**config.mk**
```make
export PLATFORM = sky130hd
export DESIGN_NAME = cdb_broadcaster
export DESIGN_NICKNAME = d
export VERILOG_FILES = /design/src/rtl/cdb_broadcaster.sv
export SDC_FILE = /design/constraint.sdc
export NUM_CORES = 1
export LEC_CHECK = 0
export ABC_AREA = 1
export BUFFER_PORTS_ARGS = -buffer_cell sky130_fd_sc_hd__buf_2
export CAP_MARGIN = 30
export CELL_PAD_IN_SITES_DETAIL_PLACEMENT = 1
export CELL_PAD_IN_SITES_GLOBAL_PLACEMENT = 1
export CORE_UTILIZATION = 40
export CTS_CLUSTER_DIAMETER = 50
export DETAILED_ROUTE_END_ITERATION = 16
export PLACE_DENSITY_LB_ADDON = 0.1
export SYNTH_ARGS = -nofsm -noshare
export SYNTH_HDL_FRONTEND = slang
export SYNTH_SLANG_ARGS = --single-unit
```
**constraint.sdc**
```tcl
create_clock -name clk -period 4 [get_ports clk]
set_input_delay 0.6 -clock clk [delete_from_list [all_inputs] [get_ports clk]]
set_output_delay 0.6 -clock clk [all_outputs]
set_load 0.1 [all_outputs]
```
**src/rtl/cdb_broadcaster.sv**
```systemverilog
// cdb_broadcaster
// Collects results from FU_NUM functional units into small per-port FIFOs and
// broadcasts up to CDB_SIZE of them per cycle on the common data bus. Ports
// are served round-robin so that no port starves.
//
// Ports:
//   clk, rst_n        clock, asynchronous active-low reset
//   flush             synchronous pipeline flush; empties everything
//   fu_valid[i]       port i offers a result this cycle
//   fu_reorder[i]     ROB tag of that result
//   fu_value[i]       32-bit result data
//   fu_ready[i]       port i accepts a result this cycle
//   cdb[l]            registered lane l, packed as {valid, reorder, value}
`ifndef CDB_SIZE
`define CDB_SIZE 2
`endif

module cdb_broadcaster #(
  parameter int FU_NUM     = 4,
  parameter int FIFO_DEPTH = 2,
  parameter int CDB_SIZE   = `CDB_SIZE,
  parameter int ROB_BITS   = 5,
  localparam int LANE_BITS = 1 + ROB_BITS + 32
) (
  input  logic                                 clk,
  input  logic                                 rst_n,
  input  logic                                 flush,
  input  logic [FU_NUM-1:0]                    fu_valid,
  input  logic [FU_NUM-1:0][ROB_BITS-1:0]      fu_reorder,
  input  logic [FU_NUM-1:0][31:0]              fu_value,
  output logic [FU_NUM-1:0]                    fu_ready,
  output logic [CDB_SIZE-1:0][LANE_BITS-1:0]   cdb
);

  localparam int PTR_W  = $clog2(FIFO_DEPTH);
  localparam int CNT_W  = PTR_W + 1;
  localparam int RR_W   = (FU_NUM > 1) ? $clog2(FU_NUM) : 1;
  localparam int LANE_W = (CDB_SIZE > 1) ? $clog2(CDB_SIZE) : 1;

  localparam logic [CNT_W-1:0]  DEPTH_C   = CNT_W'(FIFO_DEPTH);
  localparam logic [RR_W:0]     FU_C      = (RR_W+1)'(FU_NUM);
  localparam logic [RR_W-1:0]   LAST_PORT = RR_W'(FU_NUM - 1);
  localparam logic [LANE_W:0]   GNT_MAX   = (LANE_W+1)'(CDB_SIZE);

  typedef struct packed {
    logic [ROB_BITS-1:0] reorder;
    logic [31:0]         value;
  } entry_t;

  typedef struct packed {
    logic                valid;
    logic [ROB_BITS-1:0] reorder;
    logic [31:0]         value;
  } lane_t;

  entry_t mem_q [FU_NUM][FIFO_DEPTH];
  entry_t mem_d [FU_NUM][FIFO_DEPTH];

  logic [FU_NUM-1:0][PTR_W-1:0] wr_ptr_q, wr_ptr_d;
  logic [FU_NUM-1:0][PTR_W-1:0] rd_ptr_q, rd_ptr_d;
  logic [FU_NUM-1:0][CNT_W-1:0] count_q, count_d;
  logic [RR_W-1:0]              rr_ptr_q, rr_ptr_d;
  lane_t [CDB_SIZE-1:0]         cdb_q, cdb_d;

  logic [FU_NUM-1:0] push;
  logic [FU_NUM-1:0] pop;
  logic [RR_W:0]     scan_sum;
  logic [RR_W-1:0]   scan_idx;
  logic [RR_W-1:0]   last_gnt;
  logic [LANE_W:0]   n_gnt;

  assign cdb = cdb_q;

  // Ready depends only on registered occupancy, never on this cycle's pop.
  always_comb begin
    fu_ready = '0;
    push     = '0;
    for (int i = 0; i < FU_NUM; i++) begin
      fu_ready[i] = (count_q[i] < DEPTH_C) && !flush;
      push[i]     = fu_valid[i] && fu_ready[i];
    end
  end

  // Round-robin scan starting at rr_ptr; only entries already in a FIFO
  // (registered count) can win, so a fresh push waits one cycle.
  always_comb begin
    pop      = '0;
    cdb_d    = '0;
    n_gnt    = '0;
    last_gnt = rr_ptr_q;
    scan_sum = '0;
    scan_idx = '0;
    rr_ptr_d = rr_ptr_q;
    for (int k = 0; k < FU_NUM; k++) begin
      scan_sum = {1'b0, rr_ptr_q} + (RR_W+1)'(k);
      if (scan_sum >= FU_C) begin
        scan_sum = scan_sum - FU_C;
      end
      scan_idx = scan_sum[RR_W-1:0];
      if ((count_q[scan_idx] != '0) && (n_gnt < GNT_MAX)) begin
        pop[scan_idx]               = 1'b1;
        cdb_d[n_gnt[LANE_W-1:0]]    = {1'b1, mem_q[scan_idx][rd_ptr_q[scan_idx]]};
        n_gnt                       = n_gnt + 1'b1;
        last_gnt                    = scan_idx;
      end
    end
    if (n_gnt != '0) begin
      rr_ptr_d = (last_gnt == LAST_PORT) ? '0 : last_gnt + 1'b1;
    end
    // Flush overrides every grant and restarts the rotation at port 0.
    if (flush) begin
      pop      = '0;
      cdb_d    = '0;
      rr_ptr_d = '0;
    end
  end

  // FIFO bookkeeping; pointers wrap for free because the depth is a power of two.
  always_comb begin
    mem_d    = mem_q;
    wr_ptr_d = wr_ptr_q;
    rd_ptr_d = rd_ptr_q;
    count_d  = count_q;
    for (int i = 0; i < FU_NUM; i++) begin
      if (push[i]) begin
        mem_d[i][wr_ptr_q[i]] = {fu_reorder[i], fu_value[i]};
        wr_ptr_d[i]           = wr_ptr_q[i] + 1'b1;
      end
      if (pop[i]) begin
        rd_ptr_d[i] = rd_ptr_q[i] + 1'b1;
      end
      count_d[i] = count_q[i] + CNT_W'(push[i]) - CNT_W'(pop[i]);
    end
    if (flush) begin
      wr_ptr_d = '0;
      rd_ptr_d = '0;
      count_d  = '0;
    end
  end

  always_ff @(posedge clk or negedge rst_n) begin
    if (!rst_n) begin
      wr_ptr_q <= '0;
      rd_ptr_q <= '0;
      count_q  <= '0;
      rr_ptr_q <= '0;
      cdb_q    <= '0;
    end else begin
      wr_ptr_q <= wr_ptr_d;
      rd_ptr_q <= rd_ptr_d;
      count_q  <= count_d;
      rr_ptr_q <= rr_ptr_d;
      cdb_q    <= cdb_d;
    end
  end

  // Storage needs no reset: occupancy alone decides what is readable.
  always_ff @(posedge clk) begin
    mem_q <= mem_d;
  end

endmodule

```
# Word level (Yosys, flattened, before mapping)
# Index checks and enable logic that the tools add are counted.
[word_totals]
ff_bits = 390
inputBits = 155
output_inout_bits = 80
elab_cells = 261
[op_classes]
n_addsub = 27
magnitude_cmp = 41
eq_ne = 1
muxes = 105
bitwise_logic = 15
n_reduce_logical = 37
[ops]
columns = ["cell", "n"]
rows = [
  ["binary-select mux 74 bit (select 2 bit)", 4],
  ["two-way mux 37 bit", 16],
  ["two-way mux 74 bit", 8],
  ["two-way mux 76 bit", 4],
  ["bitwise mux 74 bit", 4],
  ["bitwise mux 76 bit", 3],
  ["two-way mux 38 bit", 4],
  ["demux 37 bit (select 1 bit)", 4],
  ["demux 38 bit (select 1 bit)", 3],
  ["two-way mux 2 bit", 18],
  ["two-way mux 4 bit", 7],
  ["nonzero test 2 bit", 14],
  ["logical AND 1 bit", 22],
  [">= comparator 3 bit (second input constant)", 7],
  ["two-way mux 1 bit", 17],
  ["binary-select mux 2 bit (select 2 bit)", 4],
  [">= comparator 2 bit (second input constant)", 8],
  ["NOT 1 -> 2 bit", 8],
  ["less-than comparator 2 bit (second input constant)", 7],
  ["less-than comparator 2 x 3 -> 1 bit (second input constant)", 4],
  ["NOT 2 -> 3 bit", 4],
  ["OR 4 bit", 3],
  ["adder 1 bit (second input constant)", 8],
  ["adder 2 x 1 -> 2 bit", 4],
  ["other kinds (15)", 41],
]

# Longest topological paths before layout
[depth]
word_depth = 19
mapped_depth = 23
mapped_depth_nobuf = 18

# Worst setup path after synthesis
# No wires, ideal clock.
[synth_path]
kind = "input-to-reg"
start = "input flush"
end = "register mem_q[100] (netlist name) (enable)"
setup_time_ns = 0.431
t_arrival_ns = 4.041
t_required_ns = 3.569
slack_ns = -0.473
path_stages = 4
n_path_buf = 1
cell_sequence = "clkbuf_1 nor2_1 nand2_1 nor2_1"
[synth_between]
elab_chain_len = 3
[synth_rtl]
columns = ["element", "line", "source"]
rows = [
  ["from (decl)", "27", "input logic flush,"],
  ["zero test 1 bit", "79", "fu_ready[i] = (count_q[i] < DEPTH_C) && !flush;"],
  ["logical AND 1 bit", "79", ""],
  ["via fu_ready[2]", "31", "output logic [FU_NUM-1:0] fu_ready,"],
  ["logical AND 1 bit", "80", "push[i] = fu_valid[i] && fu_ready[i];"],
  ["to (signal assigned)", "159", "mem_q <= mem_d;"],
  ["to (decl)", "56", "entry_t mem_q [FU_NUM][FIFO_DEPTH];"],
]
# The timed path passes the listed nets, and every way through them passes these cells.
# A chain may end at the register's enable or synchronous reset.

==> summary.txt <==
Status
  • Outcome: finished, final reports clean

CTS
  • Clock transition at path regs: 60 ps
  • CTS Hold Buffers Added: 0
  • Resize count post-CTS: 0
  • CTS tree: built
  • # H-tree levels: 2
  • Clk Latency, worst-skew pair: 600 ps
  • Clock sinks: 390
  • CTS buffer count: 55
  • Root buf cell: clkbuf_16
  • Setup bufs post-CTS: 0
  • Max Root-Sink Buffers: 3

Job
  • Max cap viols: 0

Global routing
  • Antenna violations before repair: 6
  • Pin count of the biggest net entering global routing: 220
  • Total gr overflow: 0
  • Global Route Usage Sum: 28.9%
  • First-pass GRT wire length: 126000 µm
  • Vias in the first global route: 21700

Yosys
  • Largest family of logic cells by synthesized area: compound AO/OA/AOI/OAI gates
  • Mux cell area share after synthesis: 0%
  • Top-area cell type share of the netlist area: 38.9%
  • Yosys warnings: 0
  • Synthesized area per cell: 7.76 µm²
  • FF+latch count, synth: 390
  • Compound-Gate Fraction of Synth Area: 21.7%
  • Synthesized instance count: 2949
  • Most frequent cell after synthesis: nand2_1
  • Synth Area in XOR/XNOR: 0.306%
  • Post-synthesis sequential area ratio: 49.1%
  • Area contributors post-synth: edfxtp_1 (39%), nand2_1 (16%), o21ai_0 (11%)
  • Primary FF master, synth: edfxtp_1
  • Yosys cell types: 27
  • Top cell types by occurrence after synthesis: nand2_1 (1003), o21ai_0 (492), edfxtp_1 (296)
  • Synth async-reset ratio: 24.1%
  • Synth Area in Adders: 1.04%
  • Synth Net Count: 3123
  • Synthesized cell area: 0.0229 mm²
  • Simple-gate portion of the synthesized area: 20.1%
  • Yosys top cell by area: edfxtp_1
  • Post-synth EDFFs: 296

Setup path
  • Crit path max fanout: 38
  • Setup CP Type: reg2reg
  • Required @ worst endpoint: 4480 ps
  • Worst setup EP type: flop
  • Critical Path AT: 4250 ps
  • CP Launch Type: flop

Routing
  • Remaining antenna violation count: 0
  • Vias/cell: 5.53
  • Vias post-DR: 21400
  • TritonRoute pass-1 iters: 5
  • Drt drc: 0
  • Post-Route WL: 84000 µm
  • Avg WL per Cell: 21.7 µm
  • Starting DRT DRC Count: 1272

Final layout
  • Register area: 0.0112 mm²
  • Post-route insts no fill: 3870
  • Finished Cell Area: 0.0265 mm²
  • Share of cells above drive strength 1: 15.1%
  • Area Overhead vs Synth: 15.7%
  • Filler cell count: 6892
  • Area of the multi-input gates: 0.0100 mm²
  • Nets: 3241

Floorplanning
  • Die Span Y: 241 µm
  • Die area: 0.0581 mm²
  • Core region area: 0.0565 mm²
  • FP Rows: 87
  • Die width: 241 µm
  • Starting density of the core: 40.5%
  • # IOs: 235

Place
  • Port Buffers: 234
  • Hpwl dp: 54700 µm
  • Placed cell area: 0.0246 mm²
  • RD Place Congestion: 0.830
  • Place WS: 332 ps
  • DP Cell Count: 3766

Timing
  • Setup violations, final: 0
  • Slew margin rel.: 31.9%
  • Final WS setup: 226 ps
  • Final Skew: 11.8 ps
  • RSZ-0062 raised after global routing: no
  • Fin crit share: 94.3%
  • Fin crit period: 3770 ps
  • Slew @ Worst Pin: 1020 ps
  • Fin. Hold Viols: 0
  • Final Max Tran Viols: 0
  • Achievable Freq: 265 MHz

Worst hold path
  • Hold Path Class: in2async
## path summary, 6_finish.rpt
check / from / slack, ps / to / cells past startpoint
max in group asynchronous: rst_n / 3090 / cdb[19] / 2
min in group clk: fu_value[75] / 180 / mem_q[85] / 1
max reg2reg: rr_ptr_q[0] / 230 / cdb[17] / 15
max: rr_ptr_q[0] / 230 / cdb[17] / 15
min: rst_n / 20 / count_q[0] / 1
min reg2reg: wr_ptr_q[0] / 590 / wr_ptr_q[0] / 1
## cell usage in the layout (no fill, tap or decap), types with 3 or more instances in the layout
cell,synthesis,routed
clkinv_2,0,10
xnor2_1,4,4
ha_1,19,18
o21ai_1,233,229
inv_6,0,14
nor2_4,0,9
dfrtp_1,94,92
inv_1,174,174
xor2_1,4,4
buf_2,35,233
nand3_1,22,20
o22ai_1,37,37
bufinv_16,0,7
a21oi_1,48,48
o21ai_4,0,4
nand2_2,0,3
clkinv_4,0,4
clkbuf_1,111,11
o21ai_2,67,67
buf_12,1,8
inv_2,5,3
buf_4,19,41
o21ai_0,492,492
nand2_1,1003,999
nor2_1,188,179
edfxtp_1,296,296
o211ai_1,37,37
clkbuf_16,0,57
## kinds of logic after synthesis
kind of cell | Yosys count
adder cells (fa/ha/maj) | 19
flip-flops | 390
XOR/XNOR | 8
AO/OA/AOI/OAI | 915
AND/OR/NAND/NOR | 1214
buffers and inverters | 403
## through the flow
stage	hold WS (ps)	util, %	setup TNS (ps)
final	22.7	46.8	0
after floorplan	304	-	-139780
after global routing	56.6	46.8	0
after global placement	554	43.5	0
after CTS	20.0	46.8	0
after detailed placement	573	43.5	0
## area by class of cell
| cell class | count | area share, % |
|---|---|---|
| Timing Repair Buffer | 283 | 6.28 |
| Clock buffer | 68 | 5.55 |
| Antenna cell | 1 | 0.00946 |
| Multi-Input combinational cell | 2156 | 37.9 |
| Tap cell | 756 | 3.57 |
| Sequential cell | 390 | 42.5 |
| Clock inverter | 35 | 1.57 |
| Inverter | 181 | 2.62 |
## metal layers
| metal | wire length, µm | global-route usage (%) | vias to the layer above |
|---|---|---|---|
| met5 | 26 | 0 | - |
| met4 | 2480 | 9.42 | 4 |
| met3 | 4600 | 4.21 | 143 |
| met2 | 40700 | 49.3 | 571 |
| met1 | 36200 | 37.7 | 10600 |
| li1 | - | - | 10100 |
## flip-flops by register name (all words and copies together), names as in the netlist
register / flops
rd_ptr_q: 4
wr_ptr_q: 4
count_q: 8
cdb: 76
mem_q: 296
rr_ptr_q: 2
## critical path: stages, from the launching register on
cell     delay, ps
dfrtp_4        580
inv_4          110
buf_4          370
o21ai_0        180
nand2_1        120
nand2_1         80
nand2_1         60
buf_4          190
ha_1           260
inv_1          160
nand3_4        310
nand2_2        220
buf_4          550
o22ai_1        160
a21oi_1        190
nor2_1          70
Power is not shown: default switching activity piles up to over one toggle a cycle in this logic, so the estimate is an artifact.
